**src/rtl/jump_sequencer_if.sv**
```systemverilog
// jump_sequencer launch command channel
// valid/ready handshake toward the motion unit
interface jump_sequencer_if;
  logic        cmd_valid;
  logic        cmd_ready;
  logic [15:0] cmd_vy;
  logic [1:0]  cmd_dir;

  modport master (
    output cmd_valid,
    output cmd_vy,
    output cmd_dir,
    input  cmd_ready
  );

  modport slave (
    input  cmd_valid,
    input  cmd_vy,
    input  cmd_dir,
    output cmd_ready
  );
endinterface

```
**src/rtl/jump_sequencer.sv**
```systemverilog
// jump_sequencer: space-hold charge, clamp, launch handshake,
// landing wait and cooldown for the player jump
module jump_sequencer #(
  parameter int unsigned CLOCKS_PER_TICK = 400_000,
  parameter int unsigned CHARGE_MAX      = 60,
  parameter int unsigned V_MIN           = 4,
  parameter int unsigned COOLDOWN_TICKS  = 50
) (
  input  logic             clk,
  input  logic             rst,
  input  logic             key_space,
  input  logic             key_left,
  input  logic             key_right,
  input  logic             landed,
  jump_sequencer_if.master cmd,
  output logic             charging,
  output logic [7:0]       charge_level,
  output logic             airborne,
  output logic             walk_left,
  output logic             walk_right
);

  localparam int TW =
    (CLOCKS_PER_TICK > 1) ? $clog2(CLOCKS_PER_TICK) : 1;
  localparam int CW =
    (COOLDOWN_TICKS > 1) ? $clog2(COOLDOWN_TICKS) : 1;

  localparam logic [TW-1:0] TICK_LAST =
    TW'(CLOCKS_PER_TICK - 1);
  localparam logic [CW-1:0] CD_LAST =
    CW'(COOLDOWN_TICKS - 1);
  localparam logic [7:0]  CMAX  = 8'(CHARGE_MAX);
  localparam logic [15:0] VMIN  = 16'(V_MIN);

  typedef enum logic [2:0] {
    S_IDLE,
    S_CHARGE,
    S_ISSUE,
    S_AIRBORNE,
    S_COOLDOWN
  } state_t;

  state_t state;
  state_t nxt;

  logic          space_prev;
  logic          press;
  logic [TW-1:0] tick_cnt;
  logic          tick;
  logic          tick_clr;
  logic [CW-1:0] cd_cnt;
  logic [CW-1:0] cd_nxt;
  logic [7:0]    charge_cnt;
  logic [7:0]    charge_nxt;
  logic [7:0]    charge_inc;
  logic [15:0]   vy_q;
  logic [15:0]   vy_nxt;
  logic [1:0]    dir_q;
  logic [1:0]    dir_nxt;
  logic [1:0]    dir;
  logic          valid_q;

  assign press      = key_space & ~space_prev;
  assign tick       = (tick_cnt == TICK_LAST);
  assign charge_inc = charge_cnt + 8'd1;

  always_comb begin
    dir = 2'b00;
    unique case (1'b1)
      key_right & ~key_left: dir = 2'b01;
      key_left & ~key_right: dir = 2'b10;
      default:               dir = 2'b00;
    endcase
  end

  always_ff @(posedge clk or posedge rst) begin
    if (rst) state <= S_IDLE;
    else     state <= nxt;
  end

  always_comb begin
    nxt        = state;
    charge_nxt = charge_cnt;
    vy_nxt     = vy_q;
    dir_nxt    = dir_q;
    cd_nxt     = cd_cnt;
    tick_clr   = 1'b0;
    unique case (state)
      S_IDLE: begin
        if (press) begin
          nxt        = S_CHARGE;
          charge_nxt = '0;
          tick_clr   = 1'b1;
        end
      end
      S_CHARGE: begin
        // release outranks a coincident tick
        if (!key_space) begin
          nxt     = S_ISSUE;
          vy_nxt  = 16'd0 - (VMIN + {8'd0, charge_cnt});
          dir_nxt = dir;
        end else if (tick) begin
          if (charge_inc >= CMAX) begin
            nxt        = S_ISSUE;
            charge_nxt = CMAX;
            vy_nxt     = 16'd0 - (VMIN + {8'd0, CMAX});
            dir_nxt    = dir;
          end else begin
            charge_nxt = charge_inc;
          end
        end
      end
      S_ISSUE: begin
        if (cmd.cmd_ready) begin
          nxt        = S_AIRBORNE;
          charge_nxt = '0;
        end
      end
      S_AIRBORNE: begin
        if (landed) begin
          nxt      = S_COOLDOWN;
          cd_nxt   = '0;
          tick_clr = 1'b1;
        end
      end
      S_COOLDOWN: begin
        if (tick) begin
          if (cd_cnt == CD_LAST) nxt = S_IDLE;
          else cd_nxt = cd_cnt + CW'(1);
        end
      end
      default: nxt = S_IDLE;
    endcase
  end

  always_ff @(posedge clk or posedge rst) begin
    if (rst) begin
      space_prev <= 1'b0;
      tick_cnt   <= '0;
      cd_cnt     <= '0;
      charge_cnt <= '0;
      vy_q       <= '0;
      dir_q      <= '0;
      valid_q    <= 1'b0;
      charging   <= 1'b0;
      airborne   <= 1'b0;
      walk_left  <= 1'b0;
      walk_right <= 1'b0;
    end else begin
      space_prev <= key_space;
      if (tick_clr || tick) tick_cnt <= '0;
      else tick_cnt <= tick_cnt + TW'(1);
      cd_cnt     <= cd_nxt;
      charge_cnt <= charge_nxt;
      vy_q       <= vy_nxt;
      dir_q      <= dir_nxt;
      valid_q    <= (nxt == S_ISSUE);
      charging   <= (nxt == S_CHARGE);
      airborne   <= (nxt == S_AIRBORNE);
      walk_left  <= (nxt == S_IDLE) && (dir == 2'b10);
      walk_right <= (nxt == S_IDLE) && (dir == 2'b01);
    end
  end

  assign cmd.cmd_valid = valid_q;
  assign cmd.cmd_vy    = vy_q;
  assign cmd.cmd_dir   = dir_q;
  assign charge_level  = charge_cnt;

endmodule
```
**src/flat_wrapper.sv**
```systemverilog
// flat-port wrapper written by rule: the top's interface ports become plain ports
module jump_sequencer_flat 
#(
  parameter int unsigned CLOCKS_PER_TICK = 400_000,
  parameter int unsigned CHARGE_MAX      = 60,
  parameter int unsigned V_MIN           = 4,
  parameter int unsigned COOLDOWN_TICKS  = 50
)
  (clk, rst, key_space, key_left, key_right, landed, charging, charge_level, airborne, walk_left, walk_right, cmd_cmd_valid, cmd_cmd_vy, cmd_cmd_dir, cmd_cmd_ready);
  jump_sequencer_if cmd_i ();
  input  logic clk;
  input  logic rst;
  input  logic key_space;
  input  logic key_left;
  input  logic key_right;
  input  logic landed;
  output logic charging;
  output logic [7:0] charge_level;
  output logic airborne;
  output logic walk_left;
  output logic walk_right;
  output wire logic [$bits(cmd_i.cmd_valid)-1:0] cmd_cmd_valid;
  output wire logic [$bits(cmd_i.cmd_vy)-1:0] cmd_cmd_vy;
  output wire logic [$bits(cmd_i.cmd_dir)-1:0] cmd_cmd_dir;
  input wire logic [$bits(cmd_i.cmd_ready)-1:0] cmd_cmd_ready;
  assign cmd_cmd_valid = cmd_i.cmd_valid;
  assign cmd_cmd_vy = cmd_i.cmd_vy;
  assign cmd_cmd_dir = cmd_i.cmd_dir;
  assign cmd_i.cmd_ready = cmd_cmd_ready;
  jump_sequencer #(.CLOCKS_PER_TICK(CLOCKS_PER_TICK), .CHARGE_MAX(CHARGE_MAX), .V_MIN(V_MIN), .COOLDOWN_TICKS(COOLDOWN_TICKS)) u_core (.clk(clk), .rst(rst), .key_space(key_space), .key_left(key_left), .key_right(key_right), .landed(landed), .cmd(cmd_i), .charging(charging), .charge_level(charge_level), .airborne(airborne), .walk_left(walk_left), .walk_right(walk_right));
endmodule
```
**config.mk**
```make
export PLATFORM = sky130hd
export DESIGN_NAME = jump_sequencer_flat
export DESIGN_NICKNAME = d
export VERILOG_FILES = /design/src/rtl/jump_sequencer_if.sv /design/src/rtl/jump_sequencer.sv /design/src/flat_wrapper.sv
export SDC_FILE = /design/constraint.sdc
export NUM_CORES = 1
export LEC_CHECK = 0
export CAP_MARGIN = 10
export CORE_MARGIN = 2
export CORE_UTILIZATION = 36
export CTS_BUF_LIST = sky130_fd_sc_hd__clkbuf_4 sky130_fd_sc_hd__clkbuf_8
export CTS_CLUSTER_DIAMETER = 200
export DETAILED_ROUTE_END_ITERATION = 16
export GPL_ROUTABILITY_DRIVEN = 1
export SLEW_MARGIN = 25
export SYNTH_ARGS = -nofsm -noshare
export SYNTH_HDL_FRONTEND = slang
export SYNTH_SLANG_ARGS = --single-unit
```
**constraint.sdc**
```tcl
create_clock -name clk -period 5.9 [get_ports clk]
set_input_delay 0.59 -clock clk [delete_from_list [all_inputs] [get_ports clk]]
set_output_delay 0.59 -clock clk [all_outputs]
set_load 0.02 [all_outputs]
```
==> results.yml <==
timing:
  finalMaxSlewViolations: 0
  tightest_slew_ns: 0.9068
  fmaxAchievable_mhz: 334.7
  period_minus_slack_ns: 2.988
  fin_skew_ns: 0.01107
  finalSetupViolations: 0
  timing.hold.ws_ns: 0.5144
  hold_violations: 0
  rsz0062_at_grt: "no"
  tns_ns: 0
  fin_crit_sh_pct: 50.64
  slew_headroom_pct: 39.26
logic_synthesis:
  synth.net_count: 348
  async_reset_ff_share_pct: 100.0
  yosys.area.top_type_share_pct: 47.19
  syn_avg_cell_area_um2: 9.526
  synthTopCellsByArea: "dfrtp_1 47%, nor2_1 4.1%, xor2_1 3.9%, xnor2_1 3.0%, inv_1 2.8%"
  ys.flop_type: "dfrtp_1"
  synth_largest_area_cell: "dfrtp_1"
  ys_seq_elements: 60
  synth-edff-count: 0
  ys_types: 55
  yosys_warnings: 0
  ys_seq_area_share_pct: 47.19
  syn_area_um2: 3182
  synthCells: 334
pwr:
  p_sw_mw: 0.5540
  power.density_nw_per_um2: 392.4
  pwr-share-clk_pct: 22.5
  comb_power_share_pct: 35.7
  pwr-share-seq_pct: 41.8
  intPower_mw: 0.9418
  peakVddDrop_mv: 0.1497
  swShare_pct: 37.04
  total_leakage_power_nw: 1.677
floorplan:
  dieArea_um2: 9606
  num_io_pins: 38
  initial_utilization_pct: 36.84
  placementRows: 34
  fp.dieW_um: 98.01
  core_area_um2: 8636
  die_h_um: 98.01
worst_setup_path:
  crit_arrival_ns: 3.21
  crit_path_start_kind: "flop"
  regToRegSetupSlack_ns: 2.91
  worstSetupEndpointType: "flop"
  critPathRequiredTime_ns: 6.12
  r2r_cells: 6
  reg2reg_to: "u_core.cmd.cmd_vy[2]"
  criticalPathCategory: "reg -> reg"
  reg2reg_from: "u_core.charge_level[2]"
  cp_max_fo: 18
global_routing:
  grt.overflow.total: 0
  grt_pass1_vias: 2430
  track_usage_pct: 15.53
  grt_start_max_net_pins: 61
  antenna_found_initial: 0
  grt_first_pass_wirelength_um: 12090
cts:
  cts_resized: 0
  ctsHoldBuffers: 0
  cts_buffers: 9
  clk_pin_slew_ns: 0.07
  numClockSinks: 60
  worstSkewPairLatency_ns: 0.34
  post_cts_buffers: 0
  clockBufferDepth: 2
  cts_max_level: 3
  tritoncts: "yes"
  ctsRootBufferMaster: "clkbuf_8"
layout:
  finalNonFillerCells: 482
  utilization_pct: 44.15
  area_growth_pct: 19.82
  nNetsFinal: 384
  diodes: 0
  drive_above_1_share_pct: 8.021
detailed_routing:
  postRouteAntennaNets: 0
  via_per_inst: 5.199
  drt-pass1-iter-count: 4
  drc: 0
  drtIter0Drc: 97
  wirelength_um: 7057
  vias: 2506
  wl_per_cell_um: 14.64
run_status:
  status: "finished, final reports clean"
placed_design:
  dp_hpwl_um: 4994
  placed_cells: 467
  numPortBuffers: 37
  place.gp.congestion: 0.8371
worst_hold_path:
  hold_path_class: "reg -> reg"
  min_to: "u_core.cmd.cmd_vy[3]"
  holdPathStages: 1
  min-delay-start: "u_core.cmd.cmd_vy[3]"
job:
  maxCapViolCount: 0
==> layout by cell type (no fill, tap or decap), types with 7 or more instances in the layout <==
cell / n
nor3_1: 8
o21ai_0: 9
dfrtp_1: 60
xnor2_1: 11
clkbuf_8: 11
xor2_1: 14
ha_1: 7
nand3_1: 15
nand2_1: 21
inv_1: 23
nand4_1: 7
clkdlybuf4s50_1: 37
nand2b_1: 7
a21oi_1: 12
nor2_1: 35
==> synth_stat cells, drive strengths merged (2+ instances only) <==
cell type,n
a31o,3
and4,2
or3b,2
or2,4
a22oi,6
or4,3
and2,4
a21boi,6
nand2b,7
inv,24
xnor2,11
mux2i,2
nor2,36
nor3b,2
nand2,21
nand4,8
clkbuf,10
a21oi,12
and3,7
o211a,2
xor2,14
o22ai,6
a211oi,2
a22o,5
o211ai,2
nor4,6
ha,7
nand3,15
o21ai,9
nor3,8
or3,5
dfrtp,60
o31ai,5
buf,3
==> power groups by stage <==
stage               combinational [mW]  clock (mW)  sequential (mW)
floorplan                        0.273           0            0.683
global placement                 0.538           0            0.628
detailed placement               0.539           0            0.631
CTS                              0.541       0.349            0.626
global route                     0.590       0.367            0.643
finish                           0.534       0.336            0.626
==> critical path, cell delays in order (launching register included) <==
cell and delay (ns):
dfrtp_1 0.58, ha_1 0.40, and4_1 0.25, nor3_1 0.05
a31oi_1 0.69, o221ai_2 0.54, a22o_1 0.36
==> sequential cells by signal, summed over array words and instances (netlist names), 2 cells and up <==
name / cells
u_core.cd_cnt: 6
u_core.charge_level: 8
u_core.cmd.cmd_dir: 2
u_core.cmd.cmd_vy: 16
u_core.state: 3
u_core.tick_cnt: 19
==> per-layer routing <==
metal  track usage, %  up-vias  share of wire (%)
met5                0        -                  0
met4            7.051        0                1.8
met3            2.577       10                3.3
met2            21.55       45                 43
met1            23.57     1193                 52
li1                 -     1258                  -
==> cells by family after synthesis <==
| logic type | count (synthesis) | share of synthesized area [%] |
|---|---|---|
| compound gates | 68 | 15.18 |
| xor+xnor | 25 | 6.882 |
| fa+ha+maj | 7 | 2.753 |
| buf+inv | 37 | 4.680 |
| flops | 60 | 47.19 |
| mux | 2 | 0.6292 |
| simple gates | 135 | 22.69 |
==> layout make-up <==
cell class / count / area (um^2)
Fill cell: 866 / 4823
Multi-Input combinational cell: 237 / 1531
Sequential cell: 60 / 1501
Timing Repair Buffer: 38 / 377.9
Clock buffer: 13 / 166.4
Tap cell: 108 / 135.1
Inverter: 24 / 90.09
Clock inverter: 2 / 10.01
==> metrics by stage <==
stage | cell area [um^2] | setup WS [ns] | power [mW]
after CTS | 3812 | 2.958 | 1.516
after global routing | 3812 | 2.621 | 1.600
after global placement | 3636 | 3.029 | 1.166
after detailed placement | 3636 | 2.970 | 1.171
after floorplan | 3182 | 3.592 | 0.9555
final | 3812 | 2.912 | 1.496
==> worst max-delay path by stage <==
stage | cells after the start | from | slack [ns] | end
2_1_floorplan | 8 | u_core.charge_level[3] | 3.59 | u_core.cmd.cmd_dir[0]
3_3_place_gp | 6 | u_core.charge_level[2] | 3.03 | u_core.cmd.cmd_vy[4]
3_5_place_dp | 6 | u_core.charge_level[2] | 2.97 | u_core.cmd.cmd_vy[2]
4_1_cts | 6 | u_core.charge_level[2] | 2.96 | u_core.cmd.cmd_vy[2]
5_1_grt | 6 | u_core.charge_level[2] | 2.62 | u_core.cmd.cmd_vy[4]
6_report | 6 | u_core.charge_level[2] | 2.91 | u_core.cmd.cmd_vy[2]
(Power assumes the default switching activity.)
